**src/rtl/seq_compare_ctrl.sv**
```systemverilog
// Sequential magnitude comparator: one 4-bit slice per clock, cascade state held in registers.
// Optional MSB-first early-exit scan enabled by defining SEQ_COMPARE_EARLY_EXIT_EN.
module seq_compare_ctrl #(
  parameter int WIDTH = 16
) (
  input  logic             clk,
  input  logic             rst_n,
  input  logic             start,
  input  logic [WIDTH-1:0] A,
  input  logic [WIDTH-1:0] B,
  input  logic             IAGB,
  input  logic             IALB,
  input  logic             IAEB,
  output logic             busy,
  output logic             done,
  output logic             FAGB,
  output logic             FALB,
  output logic             FAEB
);

  localparam int NIBBLES = WIDTH / 4;
  localparam int IDXW    = (NIBBLES > 1) ? $clog2(NIBBLES) : 1;
  localparam logic [IDXW-1:0] LAST_IDX = IDXW'(NIBBLES - 1);

  typedef enum logic {
    S_IDLE = 1'b0,
    S_RUN  = 1'b1
  } state_t;

  state_t           state_q;
  logic [WIDTH-1:0] a_q;
  logic [WIDTH-1:0] b_q;
  logic [2:0]       gle_q;
  logic [IDXW-1:0]  idx_q;
  logic             busy_q;
  logic             done_q;
  logic [2:0]       f_q;

  logic [3:0]       a_sl_s;
  logic [3:0]       b_sl_s;
  logic [2:0]       gle_d;
  logic             finish_s;

  // Mux one 4-bit slice out of a wide operand.
  function automatic logic [3:0] slice_f(input logic [WIDTH-1:0] v, input logic [IDXW-1:0] idx);
    logic [3:0] r;
    r = 4'h0;
    for (int n = 0; n < NIBBLES; n++) begin
      if (idx == IDXW'(n)) begin
        r = v[4*n +: 4];
      end
    end
    return r;
  endfunction

  // Map the raw cascade inputs to the {G,L,E} state the scan starts from.
  function automatic logic [2:0] seed_f(input logic gt, input logic lt, input logic eq);
    logic [2:0] r;
    if (eq) begin
      r = 3'b001;
    end else begin
      case ({gt, lt})
        2'b10:   r = 3'b100;
        2'b01:   r = 3'b010;
        2'b11:   r = 3'b000;
        2'b00:   r = 3'b110;
        default: r = 3'b000;
      endcase
    end
    return r;
  endfunction

  assign a_sl_s = slice_f(a_q, idx_q);
  assign b_sl_s = slice_f(b_q, idx_q);

  // An unequal slice overwrites the cascade state; an equal slice keeps it.
  always_comb begin
    gle_d = gle_q;
    if (a_sl_s > b_sl_s) begin
      gle_d = 3'b100;
    end else if (a_sl_s < b_sl_s) begin
      gle_d = 3'b010;
    end else begin
      gle_d = gle_q;
    end
  end

`ifdef SEQ_COMPARE_EARLY_EXIT_EN
  localparam logic [IDXW-1:0] FIRST_IDX = LAST_IDX;
  logic slice_ne_s;
  assign slice_ne_s = (a_sl_s != b_sl_s);
  // Scanning from the top, the first differing slice decides the result.
  assign finish_s   = slice_ne_s || (idx_q == {IDXW{1'b0}});
`else
  localparam logic [IDXW-1:0] FIRST_IDX = {IDXW{1'b0}};
  assign finish_s   = (idx_q == LAST_IDX);
`endif

  // Control FSM with registered status and result outputs.
  always_ff @(posedge clk or negedge rst_n) begin
    if (!rst_n) begin
      state_q <= S_IDLE;
      a_q     <= {WIDTH{1'b0}};
      b_q     <= {WIDTH{1'b0}};
      gle_q   <= 3'b000;
      idx_q   <= {IDXW{1'b0}};
      busy_q  <= 1'b0;
      done_q  <= 1'b0;
      f_q     <= 3'b000;
    end else begin
      case (state_q)
        S_IDLE: begin
          done_q <= 1'b0;
          if (start) begin
            a_q     <= A;
            b_q     <= B;
            gle_q   <= seed_f(IAGB, IALB, IAEB);
            idx_q   <= FIRST_IDX;
            busy_q  <= 1'b1;
            state_q <= S_RUN;
          end else begin
            busy_q  <= 1'b0;
            state_q <= S_IDLE;
          end
        end
        S_RUN: begin
          gle_q <= gle_d;
          if (finish_s) begin
            f_q     <= gle_d;
            done_q  <= 1'b1;
            busy_q  <= 1'b0;
            state_q <= S_IDLE;
          end else begin
`ifdef SEQ_COMPARE_EARLY_EXIT_EN
            idx_q   <= idx_q - {{(IDXW-1){1'b0}}, 1'b1};
`else
            idx_q   <= idx_q + {{(IDXW-1){1'b0}}, 1'b1};
`endif
            done_q  <= 1'b0;
            busy_q  <= 1'b1;
            state_q <= S_RUN;
          end
        end
        default: begin
          state_q <= S_IDLE;
          busy_q  <= 1'b0;
          done_q  <= 1'b0;
        end
      endcase
    end
  end

  assign busy = busy_q;
  assign done = done_q;
  assign FAGB = f_q[2];
  assign FALB = f_q[1];
  assign FAEB = f_q[0];

endmodule

```
**config.mk**
```make
export PLATFORM = sky130hd
export DESIGN_NAME = seq_compare_ctrl
export DESIGN_NICKNAME = d
export VERILOG_FILES = /design/src/rtl/seq_compare_ctrl.sv
export SDC_FILE = /design/constraint.sdc
export NUM_CORES = 1
export LEC_CHECK = 0
export ABC_AREA = 0
export CORE_MARGIN = 2
export CORE_UTILIZATION = 45
export DETAILED_ROUTE_END_ITERATION = 8
export GPL_TIMING_DRIVEN = 0
export PLACE_DENSITY_LB_ADDON = 0.12
export SLEW_MARGIN = 30
export SYNTH_ARGS = -nofsm -noshare
export SYNTH_HDL_FRONTEND = slang
export SYNTH_SLANG_ARGS = --single-unit
```
**constraint.sdc**
```tcl
create_clock -name clk -period 2.2 [get_ports clk]
set_input_delay 0.55 -clock clk [delete_from_list [all_inputs] [get_ports clk]]
set_output_delay 0.55 -clock clk [all_outputs]
set_load 0.01 [all_outputs]
```
==> reports/summary.txt, run 1 <==
Run status: complete, but fails checks
Violations in the final reports: negative setup slack
Final-stage net count: 268
Worst path cell trace: inv_4 > ha_4 > nor2b_4 > a221o_1 > o21ai_1 > o21ai_1 > ha_1 > and4_4 > nand2_2 > nand2_1 > o22a_1
Leakage power: 1.26 nW
Cell count after synthesis: 168
Boundary pin count: 43
Design area: 2910 sq um
Proportion of layout cells with a drive suffix above 1: 0.341
Via Count: 1478
Number of inserted diodes: 0
Core region area: 4690 sq um
Net count after synthesis: 214
CTS Buf Count: 5
Data required time at the worst endpoint: 2.39 ns
Synthesized area per cell: 12.9 sq um
Prevailing post-synth register cell: sky130_fd_sc_hd__dfrtp_1
Height of the chip: 73.4 microns
Kind of cell adding the most delay to the critical path: compound AO/OA/AOI/OAI gates
Endpoint type of the worst setup path: register
Pin count of the biggest net entering global routing: 24
Fmax: 0.442 GHz
Bufs and invs on worst path: 1
Area enclosed by the die boundary: 5380 sq um
Tightest Pin Transition: 0.490 ns
Crit-path slowest cell: sky130_fd_sc_hd__dfrtp_2
Count of hold-fix buffers inserted at cts: 0
Clock slew at the register clock pins of the worst setup and hold paths: 0.08 ns
Maximum fanout along the worst path: 7
Placement-stage worst setup slack: -0.553 ns
Power density of the placed cells: 1570 nW/um^2
Final critical-path setup slack: -0.0618 ns
EDFF count, synth: 0
Sum of internal, switching and leakage power: 4.57 mW
Clock latency of the later-clocked register in the worst-skew pair: 0.29 ns
Yosys warns: 0
Worst Setup Start Kind: register
Final min period: 2.26 ns
Synth cell count leaders: sky130_fd_sc_hd__dfrtp_1, sky130_fd_sc_hd__mux2_4, sky130_fd_sc_hd__nand2_1, sky130_fd_sc_hd__o21ai_0, sky130_fd_sc_hd__ha_1
Vias in the first global route: 1643
Routability-driven placement congestion ratio: 0.822
Horizontal extent of the die: 73.4 microns
CTS max path bufs: 2
Initial DRC Count: 69
Starting Density: 0.462
Clock root cell: sky130_fd_sc_hd__clkbuf_8
Final critical-path share of the clock period: 1.03
Count of TritonRoute iterations in the first routing pass: 4
Slowest Stage Delay on Critical Path: 0.46 ns
Slew headroom: 0.673
Critical path's most frequent cell: sky130_fd_sc_hd__o21ai_1
Clock sink total: 42
Growth of design area from synthesis to finish: 34.5%
Largest clock skew in the final design: 0.00701 ns
Number of hold violations in the final report: 0
Peak VDD IR: 1.03 mV
Top-count cell post-synth: sky130_fd_sc_hd__dfrtp_1
Count of distinct cell types in the synthesized netlist: 30
Total count of max-transition violations in the final report: 0
Synthesized flop and latch total: 42
Cells taking the most area after synthesis: sky130_fd_sc_hd__dfrtp_1, sky130_fd_sc_hd__mux2_4, sky130_fd_sc_hd__ha_1
Summed instance area of the synthesized netlist: 2170 sq um
TritonCTS clock tree: done
DRT Wirelength: 4900 microns
Placed Area: 2700 sq um
Worst setup path class: register to register
Overflow left after global routing: 0
Area fraction of the dominant cell type after synthesis: 0.485
Number of cell rows: 25
Global-route wire length before repair: 8090 microns
Endpoint arrival time on the critical path: 2.45 ns
Library cell occupying the most area in the post-synthesis netlist: sky130_fd_sc_hd__dfrtp_1
Antenna violations before repair: 0
Hold/Removal Path Class: primary input to asynchronous set/reset pin
Aggregate global-route resource usage: 0.199
Max capacitance violation total: 0
Post-route DRC violation count: 0
Number of H-tree levels: 2
Average via count per standard cell: 5.34
Post-synthesis sequential area ratio: 0.485
Port-buffer cells: 41
Share of flip-flops with an asynchronous set or reset after synthesis: 1.00
Unrepaired setup endpoints after global routing: true
Average wire length per cell after detail routing: 17.7 microns
Antenna-violating nets left: 0
Final HPWL DP: 3400 microns
Final number of setup-violating endpoints: 6
==> flip-flops by register name, summed over array words and instances, names as in the netlist <==
name	flops
busy	1
idx_q	2
done	1
f_q	3
gle_q	3
b_q	16
a_q	16
==> what timing repair did <==
item                       in CTS  in global routing
cloned                          0                  0
pin swaps                      13                  8
setup endpoints to repair       6                  6
setup buffers                   7                  1
resized for setup              18                  6
==> power breakdown <==
part	internal, mW	switching (mW)	total [mW]	leakage, nW
Clock	0.254	0.269	0.522	0.0482
Sequential	1.16	0.259	1.42	0.500
Combinational	1.43	1.19	2.63	0.714
Total	2.85	1.72	4.57	1.26
==> stage by stage <==
step           utilization  instances  setup TNS [ns]  hold WS (ns)
6_report             0.621        277          -0.205         0.203
5_1_grt              0.621        277           -1.28         0.239
3_5_place_dp         0.576        264           -3.23         0.489
4_1_cts              0.615        276          -0.211         0.230
2_1_floorplan            -        168        -0.00416         0.254
3_3_place_gp         0.571        263          -21.35         0.475
==> final timing paths <==
kind / startpoint / to / slack (ns) / depth (start not counted)
worst max-delay path: idx_q[0]$_DFFE_PN0P_ / gle_q[1]$_DFFE_PN0P_ / -0.06 / 11
worst min-delay path: rst_n / b_q[5]$_DFFE_PN0P_ / 0.20 / 1
worst max register to register: idx_q[0]$_DFFE_PN0P_ / gle_q[1]$_DFFE_PN0P_ / -0.06 / 11
worst min register to register: b_q[11]$_DFFE_PN0P_ / b_q[11]$_DFFE_PN0P_ / 0.51 / 1
max in group asynchronous: rst_n / idx_q[0]$_DFFE_PN0P_ / 1.50 / 2
min in group clk: start / idx_q[0]$_DFFE_PN0P_ / 0.45 / 2
==> cell families (layout without fill, tap and decap cells) <==
| logic type | count (synthesis) | in the layout | synth area share |
|---|---|---|---|
| fa+ha+maj | 8 | 8 | 0.0462 |
| buf+inv | 16 | 71 | 0.0636 |
| compound gates | 36 | 36 | 0.105 |
| mux | 34 | 34 | 0.228 |
| xor+xnor | 1 | 1 | 0.00404 |
| flops | 42 | 42 | 0.485 |
| simple gates | 31 | 31 | 0.0682 |
==> placed cells by master (no fill, tap or decap), types with 4 or more instances in the layout <==
cell                               n
sky130_fd_sc_hd__o21ai_1           7
sky130_fd_sc_hd__dfrtp_1          41
sky130_fd_sc_hd__nand2_1          12
sky130_fd_sc_hd__clkbuf_8          6
sky130_fd_sc_hd__ha_1              5
sky130_fd_sc_hd__buf_4             6
sky130_fd_sc_hd__mux2_4           30
sky130_fd_sc_hd__clkdlybuf4s50_1  40
sky130_fd_sc_hd__nor3_1            4
sky130_fd_sc_hd__a21oi_1           5
sky130_fd_sc_hd__buf_12            4
sky130_fd_sc_hd__o21ai_0           6
sky130_fd_sc_hd__nor2_1            7
==> metal layers <==
layer | track usage | wire length (microns) | part of all wire | vias up
li1 | - | - | - | 713
met1 | 0.264 | 2310 | 0.47 | 730
met2 | 0.316 | 2330 | 0.48 | 28
met3 | 0.0480 | 196 | 0.040 | 7
met4 | 0.0727 | 64 | 0.013 | 0
met5 | 0 | 0 | 0 | -
==> layout make-up <==
type / instances / area (sq um)
multi-input combinational: 110 / 1070
buffer: 8 / 100
fill: 370 / 1780
sequential: 42 / 1050
clock buffer: 7 / 86.3
timing repair buffer: 50 / 509
inverter: 5 / 25.0
tap: 54 / 67.6
clock inverter: 1 / 5.00
==> worst register-to-register path: stages (launching register included) <==
cell and delay, ns:
sky130_fd_sc_hd__dfrtp_2 0.46, sky130_fd_sc_hd__inv_4 0.10, sky130_fd_sc_hd__ha_4 0.13, sky130_fd_sc_hd__nor2b_4 0.26
sky130_fd_sc_hd__a221o_1 0.21, sky130_fd_sc_hd__o21ai_1 0.07, sky130_fd_sc_hd__o21ai_1 0.16, sky130_fd_sc_hd__ha_1 0.27
sky130_fd_sc_hd__and4_4 0.22, sky130_fd_sc_hd__nand2_2 0.06, sky130_fd_sc_hd__nand2_1 0.05, sky130_fd_sc_hd__o22a_1 0.18
Power figures use the tool's default switching activity.
==> run 2, diff against run 1 <==
- MAX_ROUTING_LAYER: not set -> met4
==> run 2 against run 1 <==
  * Largest cell class unchanged
  * The run still ends with negative setup slack left
  * Largest power group unchanged
  * Via count grew 0.61%
  * Hold slack is essentially flat
  * Cell count unchanged
==> reports/summary.txt, run 2 (synthesis results as in run 1) <==
Run status: complete, but fails checks
Violations in the final reports: negative setup slack
Sum of internal, switching and leakage power: 4.56 mW
Final number of setup-violating endpoints: 6
Count of TritonRoute iterations in the first routing pass: 4
Worst Hold Margin: 0.203 ns
Bufs and invs on worst path: 1
Data required time at the worst endpoint: 2.39 ns
Maximum fanout along the worst path: 7
Fmax: 0.443 GHz
DRT Wirelength: 4900 microns
Worst path cell trace: inv_4 > ha_4 > nor2b_4 > a221o_1 > o21ai_1 > o21ai_1 > ha_1 > and4_4 > nand2_2 > nand2_1 > o22a_1
Global-route wire length before repair: 8090 microns
Final-stage net count: 268
Horizontal extent of the die: 73.4 microns
Port-buffer cells: 41
Multi-input combinational cell area: 1070 sq um
Non-filler instance count after layout: 277
Aggregate global-route resource usage: 0.204
Design area: 2910 sq um
Initial DRC Count: 70
Reported net switching power: 1.72 mW
Post-route DRC violation count: 0
Average via count per standard cell: 5.37
Placed Area: 2700 sq um
Slowest Stage Delay on Critical Path: 0.46 ns
TritonCTS clock tree: done
Worst setup path class: register to register
Gate power share: 0.574
Max capacitance violation total: 0
Clock sink total: 42
Power density of the placed cells: 1570 nW/um^2
Antenna-violating nets left: 0
Boundary pin count: 43
Crit-path slowest cell: sky130_fd_sc_hd__dfrtp_2
Routability-driven placement congestion ratio: 0.834
Peak VDD IR: 1.03 mV
Total count of max-transition violations in the final report: 0
Height of the chip: 73.4 microns
Inst Count DP: 264
Switching power share of the total: 0.376
Tightest Pin Transition: 0.490 ns
Average wire length per cell after detail routing: 17.7 microns
Via Count: 1487
Slew headroom: 0.673
Clock latency of the later-clocked register in the worst-skew pair: 0.29 ns
Count of hold-fix buffers inserted at cts: 0
Number of hold violations in the final report: 0
Number of H-tree levels: 2
Final critical-path setup slack: -0.0593 ns
CTS Buf Count: 5
Endpoint type of the worst setup path: register
Internal Pwr Total: 2.85 mW
Largest clock skew in the final design: 0.00776 ns
Unrepaired setup endpoints after global routing: true
Area enclosed by the die boundary: 5380 sq um
Kind of cell adding the most delay to the critical path: compound AO/OA/AOI/OAI gates
Clock root cell: sky130_fd_sc_hd__clkbuf_8
Leakage power: 1.26 nW
Final HPWL DP: 3400 microns
Antenna violations before repair: 0
Core region area: 4690 sq um
FF+latch area: 1050 sq um
Critical path's most frequent cell: sky130_fd_sc_hd__o21ai_1
Number of inserted diodes: 0
Commonest non-fill, non-tap cell in the layout: sky130_fd_sc_hd__dfrtp_1
CTS max path bufs: 2
Starting Density: 0.462
Filler Cells Inserted: 370
Fraction of power consumed by the clock network: 0.115
Final min period: 2.26 ns
Overflow left after global routing: 0
Growth of design area from synthesis to finish: 34.5%
Vias in the first global route: 1641
Setup tns final: -0.184 ns
Hold/Removal Path Class: primary input to asynchronous set/reset pin
Number of cell rows: 25
Clock slew at the register clock pins of the worst setup and hold paths: 0.08 ns
Pin count of the biggest net entering global routing: 24
Share of power burned in registers: 0.311
Commonest non-fill, non-tap cells in the layout: sky130_fd_sc_hd__dfrtp_1, sky130_fd_sc_hd__clkdlybuf4s50_1, sky130_fd_sc_hd__mux2_4
Registers with the most flip-flops: a_q: 16 flops, b_q: 16 flops
Endpoint arrival time on the critical path: 2.45 ns
Final critical-path share of the clock period: 1.03
Proportion of layout cells with a drive suffix above 1: 0.341
Worst Setup Start Kind: register
## run 2: cell counts in the layout (fill, tap and decap cells not counted)
Identical to the previous run, type by type.
## run 2: final cells by class
cell class / count / area share
sequential: 42 / 0.361
timing repair buffer: 50 / 0.175
clock buffer: 7 / 0.0296
multi-input combinational: 110 / 0.367
tap: 54 / 0.0232
inverter: 5 / 0.00859
buffer: 8 / 0.0343
clock inverter: 1 / 0.00172
## run 2: worst paths after layout
check,endpoint,slack [ns],cells past startpoint,from
worst max-delay path,gle_q[1]$_DFFE_PN0P_,-0.06,11,idx_q[0]$_DFFE_PN0P_
worst min-delay path,b_q[5]$_DFFE_PN0P_,0.20,1,rst_n
worst max register to register,gle_q[1]$_DFFE_PN0P_,-0.06,11,idx_q[0]$_DFFE_PN0P_
worst min register to register,b_q[11]$_DFFE_PN0P_,0.51,1,b_q[11]$_DFFE_PN0P_
max in group asynchronous,idx_q[0]$_DFFE_PN0P_,1.50,2,rst_n
min in group clk,idx_q[0]$_DFFE_PN0P_,0.45,2,start
## run 2: metrics by stage
stage | utilization | setup WS (ns)
after floorplan | - | -0.00416
after global placement | 0.571 | -0.591
after detailed placement | 0.576 | -0.553
after CTS | 0.615 | -0.0489
after global routing | 0.621 | -0.235
final | 0.621 | -0.0593
## run 2: what timing repair did
item,4_1_cts,5_1_grt
pin swaps,13,8
gates resized for setup,18,6
setup endpoints to repair,6,6
setup buffers,7,1
## run 2: power by group through the flow
stage | Sequential (mW) | Combinational [mW] | Clock (mW)
3_3_place_gp | 1.39 | 2.09 | 0
2_1_floorplan | 1.35 | 1.65 | 0
4_1_cts | 1.42 | 2.42 | 0.533
6_report | 1.42 | 2.62 | 0.523
3_5_place_dp | 1.41 | 2.18 | 0
5_1_grt | 1.47 | 2.87 | 0.572
## run 2: metal layers
layer / up-vias / wire length (microns) / GRT usage
li1: 713 / - / -
met1: 733 / 2270 / 0.263
met2: 34 / 2360 / 0.317
met3: 7 / 218 / 0.0480
met4: 0 / 57 / 0.0727
met5: - / 0 / -
==> RTL change 1: new RTL, flow settings as in run 1 <==
Register the outputs `FAGB`, `FALB` and `FAEB`, with the module's reset; this adds one clock of latency there. The other outputs are not delayed to match.
--- a/src/rtl/seq_compare_ctrl.sv
+++ b/src/rtl/seq_compare_ctrl.sv
@@ -152,9 +152,17 @@
 
   assign busy = busy_q;
   assign done = done_q;
-  assign FAGB = f_q[2];
-  assign FALB = f_q[1];
-  assign FAEB = f_q[0];
+  always_ff @(posedge clk or negedge rst_n) begin
+    if (!rst_n) begin
+      FAGB <= '0;
+      FALB <= '0;
+      FAEB <= '0;
+    end else begin
+      FAGB <= f_q[2];
+      FALB <= f_q[1];
+      FAEB <= f_q[0];
+    end
+  end
 
 endmodule
 
Behaviour: not the same (Yosys sat finds a counterexample within 10 cycles, from zero or initial values and one cycle with rst_n low).
==> RTL change 1 against run 1 <==
- the run still ends with setup timing left
- power rose by 0.54%
- largest power group unchanged
- sequential cell count rose by 3
- largest cell class is now sequential cells
- core utilization grew 0.66 points
- worst setup slack better by 0.018 ns
- wire length shrank 4.4%
- combinational power fell by 3%
- critical path type unchanged
- synthesized area grew 3.5%
- cell area increased by 2.4%
- non-clock buffer count down 2
==> RTL change 1: results (changes against run 1) <==
The checks that failed: setup timing. The total nets after synthesis came to 217 (+1.4%). The share of layout cells above drive strength 1 is 0.326 (-0.0149). The final clock skew is 0.00970 ns (+0.00269 ns). The register area share after synthesis came out at 0.503 (+0.0172). The DRC violation total after the first TritonRoute iteration is 34 (-51%). The placer's final routability congestion estimate is 0.873 (+6.2%). The clock sink count was 45 (+7.1%).

The most critical setup path has its endpoint at f_q[1]. The post-detailed-route wirelength per cell is 16.1 µm (-9.0%). The tree is rooted in a clkbuf_8. The aggregate global-route resource usage is 0.189 (-0.00925). The cell total after placement is 280 (+6.1%). The synthesized instance count came to 171 (+1.8%). The maximum cell stage delay along the critical path is 0.43 ns (-0.03 ns). The pin count of the biggest net entering global routing came out at 29 (+21%).

The global-route wire length before repair came to 7710 µm (-4.7%). The cell leakage power is 1.29 nW (+2.0%). The number of nets in the final layout was 269 (+0.37%). The flow ran to the end, but the final reports show violations. The half-perimeter wire length of the detailed placement result came to 3420 µm (+0.51%). The number of global-route vias before repair came to 1622 (-1.3%).

The final cell count without fillers is 291 (+5.1%). The setup slack of the critical path after layout was -0.0439 ns (+0.0178 ns). The worst-case vdd ir drop was 0.000688 V (-33%). The cell-internal power came out at 2.93 mW (+3.0%). The number of setup violations in the final report was 3 (-3). The worst slew slack as a fraction of its limit is 0.535 (-0.138).
[RTL change 1: timing repair]
item,CTS,global route
pin swaps,10,14
endpoints found under the setup margin,6,6
resized for setup,16,11
setup buffers,5,1
[RTL change 1: how the worst min path moves through the flow]
| stage | start | endpoint | slack (ns) | cells past startpoint |
|---|---|---|---|---|
| 4_1_cts | rst_n | a_q[6] | 0.31 | 1 |
| 6_report | rst_n | a_q[6] | 0.29 | 1 |
| 3_5_place_dp | f_q[0] | FAEB | 0.36 | 0 |
| 5_1_grt | rst_n | a_q[2] | 0.34 | 1 |
| 3_3_place_gp | f_q[1] | FALB | 0.37 | 0 |
| 2_1_floorplan | rst_n | FAEB | 0.25 | 0 |
[RTL change 1: metal layers]
layer,track usage,wire [µm],vias to the layer above
met1,0.237,2040,736
li1,-,-,716
met2,0.322,2410,32
met4,0.0655,69,0
met5,0,0,-
met3,0.0461,161,6
[RTL change 1: kinds of logic after synthesis]
group	after synthesis	share of synthesized area
adder cells (fa/ha/maj)	8	0.0447
AND/OR/NAND/NOR	31	0.0659
multiplexers	34	0.220
flip-flops	45	0.503
buffers and inverters	16	0.0614
AO/OA/AOI/OAI	36	0.102
XOR/XNOR	1	0.00391
[RTL change 1: layout make-up]
cell class | instances | share of cell area
flip-flops and latches | 45 | 0.378
multi-input cells | 110 | 0.353
repair buffers | 48 | 0.161
plain buffers | 8 | 0.0369
clock buffers | 7 | 0.0323
well taps | 67 | 0.0281
inverters | 5 | 0.00839
clock inverters | 1 | 0.00168
[RTL change 1: power groups by stage]
stage          registers [mW]  clock network (mW)  logic (mW)
6_report                 1.49               0.551        2.55
5_1_grt                  1.54               0.599        2.81
4_1_cts                  1.49               0.569        2.35
3_5_place_dp             1.51                   0        2.17
3_3_place_gp             1.48                   0        2.09
2_1_floorplan            1.43                   0        1.65
[RTL change 1: stage by stage]
step / hold WS [ns] / total power [mW] / worst slack (ns) / setup TNS, ns / area (µm²)
after CTS: 0.306 / 4.41 / -0.0518 / -0.149 / 2940
after global placement: 0.366 / 3.57 / -0.687 / -26.67 / 2770
final: 0.291 / 4.60 / -0.0439 / -0.109 / 2980
after global routing: 0.335 / 4.95 / -0.142 / -0.754 / 2980
after floorplan: 0.254 / 3.08 / -0.00416 / -0.00416 / 2280
after detailed placement: 0.363 / 3.67 / -0.514 / -3.01 / 2800
==> RTL change 2: new RTL, settings of run 1 <==
Made on the original files. Add a define of `SEQ_COMPARE_EARLY_EXIT_EN`.
--- a/src/rtl/seq_compare_ctrl.sv
+++ b/src/rtl/seq_compare_ctrl.sv
@@ -1,5 +1,7 @@
 // Sequential magnitude comparator: one 4-bit slice per clock, cascade state held in registers.
 // Optional MSB-first early-exit scan enabled by defining SEQ_COMPARE_EARLY_EXIT_EN.
+`define SEQ_COMPARE_EARLY_EXIT_EN
+
 module seq_compare_ctrl #(
   parameter int WIDTH = 16
 ) (
Formal check against the unedited RTL: not equivalent (Yosys sat finds a counterexample within 4 cycles, from zero or initial values and one cycle with rst_n low).
==> RTL change 2 against run 1 <==
- wire length is 3.2% higher
- count of clock-buffer cells in the layout is 2 lower
- via count increased by 5.8%
- worst setup slack worse by 0.26 ns
- synthesized area up 2.5%
- the run still ends with setup timing left
- synthesized cell count shrank 1.2%
- non-clock buffer count up 10
- sequential cell count did not move
- highest routed layer unchanged
- largest cell class unchanged
- final cell count grew 8.3%
- worst hold slack gained 0.020 ns
- critical path depth is 1 higher
- cell area is 4.8% higher
- power fell by 2.3%
==> RTL change 2: results (changes against run 1) <==
The run finished, with violations left. The checks that failed: setup timing. The DRC violation total after the first TritonRoute iteration came out at 72 (+4.3%). The instance area at placement is 0.00276 mm² (+2.0%).

The largest individual stage delay along the critical path comes from the cell dfrtp_1. The setup slack of the critical path after layout is -0.327 ns (-0.265 ns). The fill cell total of the finished layout is 388 (+4.9%). The number of global-route vias before repair is 1664 (+1.3%).

The number of I/O port buffers was 42 (+2.4%). The maximum cell stage delay along the critical path came out at 0.44 ns (-0.02 ns). After synthesis, the cell types taking the most area are dfrtp_1 (47%), mux2_4 (20%), ha_1 (4.5%). The placer's final routability congestion estimate came out at 0.824 (+0.28%). The register area share after synthesis is 0.473 (-0.0120). The aggregate global-route resource usage is 0.198 (-0.000892).

The number of setup violations in the final report is 10 (+4). The top cell type's share of synthesized area came out at 0.473 (-0.0120). The post-detailed-route wirelength per cell came out at 16.9 µm (-4.7%). The via density per instance was 5.21 (-2.4%). The number of nets in the final layout is 278 (+3.7%).

The final clock skew came to 0.00473 ns (-0.00228 ns). The worst-case vdd ir drop came to 0.000890 V (-14%). The pin count of the biggest net entering global routing is 23 (-4.2%). The total nets after synthesis is 212 (-0.93%). The maximum fanout encountered on the critical timing path is 4 (-3). The share of layout cells above drive strength 1 came out at 0.403 (+0.0626). The global-route wire length before repair is 8200 µm (+1.4%). The half-perimeter wire length of the detailed placement result came out at 3440 µm (+1.1%). The initial core utilization was 0.467 (+0.00551).
==> RTL change 2: stage by stage <==
step	instances	util	setup WS [ns]	setup TNS, ns	power [mW]
3_5_place_dp	276	0.580	-0.428	-3.36	3.46
5_1_grt	300	0.642	-0.441	-3.94	4.76
4_1_cts	296	0.631	-0.264	-2.05	4.25
2_1_floorplan	166	-	-0.127	-0.575	2.92
6_report	300	0.642	-0.327	-2.56	4.46
3_3_place_gp	275	0.575	-0.453	-21.71	3.39
==> RTL change 2: kinds of logic (layout without fill, tap and decap cells) <==
group                    after synthesis  after routing  share of synthesized area
AO/OA/AOI/OAI                         40             40                      0.140
AND/OR/NAND/NOR                       28             28                     0.0654
multiplexers                          33             33                      0.217
flip-flops                            42             42                      0.473
buffers and inverters                 15             82                     0.0592
adder cells (fa/ha/maj)                8              8                     0.0451
==> RTL change 2: cell type report <==
| class | instances | area, µm² | share of cell area |
|---|---|---|---|
| buffer | 8 | 100 | 0.0328 |
| clock buffer | 5 | 68.8 | 0.0225 |
| clock inverter | 3 | 21.3 | 0.00696 |
| inverter | 6 | 25.0 | 0.00819 |
| multi-input combinational | 109 | 1120 | 0.366 |
| sequential | 42 | 1050 | 0.344 |
| tap | 67 | 83.8 | 0.0274 |
| timing repair buffer | 60 | 587 | 0.192 |
==> RTL change 2: final timing paths <==
| path | slack (ns) | to | cells after the start |
|---|---|---|---|
| worst max-delay path | -0.33 | f_q[2] | 12 |
| worst min-delay path | 0.22 | a_q[12] | 1 |
| worst max register to register | -0.33 | f_q[2] | 12 |
| worst min register to register | 0.52 | b_q[14] | 1 |
| max in group asynchronous | 1.49 | b_q[6] | 2 |
| min in group clk | 0.52 | b_q[14] | 1 |
==> RTL change 2: repair_timing <==
action,CTS,global route
resized for setup,14,4
setup endpoints to repair,10,10
setup buffers,13,4
pin swaps,17,11
==> RTL change 2: worst max-delay path, delay by kind of cell (launching register included) <==
| kind | cells | cell delay [ns] |
|---|---|---|
| buffers and inverters | 3 | 0.35 |
| DFF | 1 | 0.44 |
| adders and majority gates | 2 | 0.50 |
| AOI/OAI and AO/OA | 6 | 0.98 |
| and+or+nand+nor | 1 | 0.13 |
==> RTL change 2: power by group <==
group          internal (mW)  switching (mW)  leakage, nW
logic                   1.38            1.15        0.793
registers               1.15           0.273        0.491
clock network          0.223           0.284       0.0441
==> RTL change 2: layer usage <==
layer  global-route usage  part of all wire  up-vias
li1                     -                 -      741
met1                0.255              0.44      780
met2                0.343              0.51       36
met3               0.0325             0.039        6
met4               0.0595             0.017        0
met5                    0                 0        -
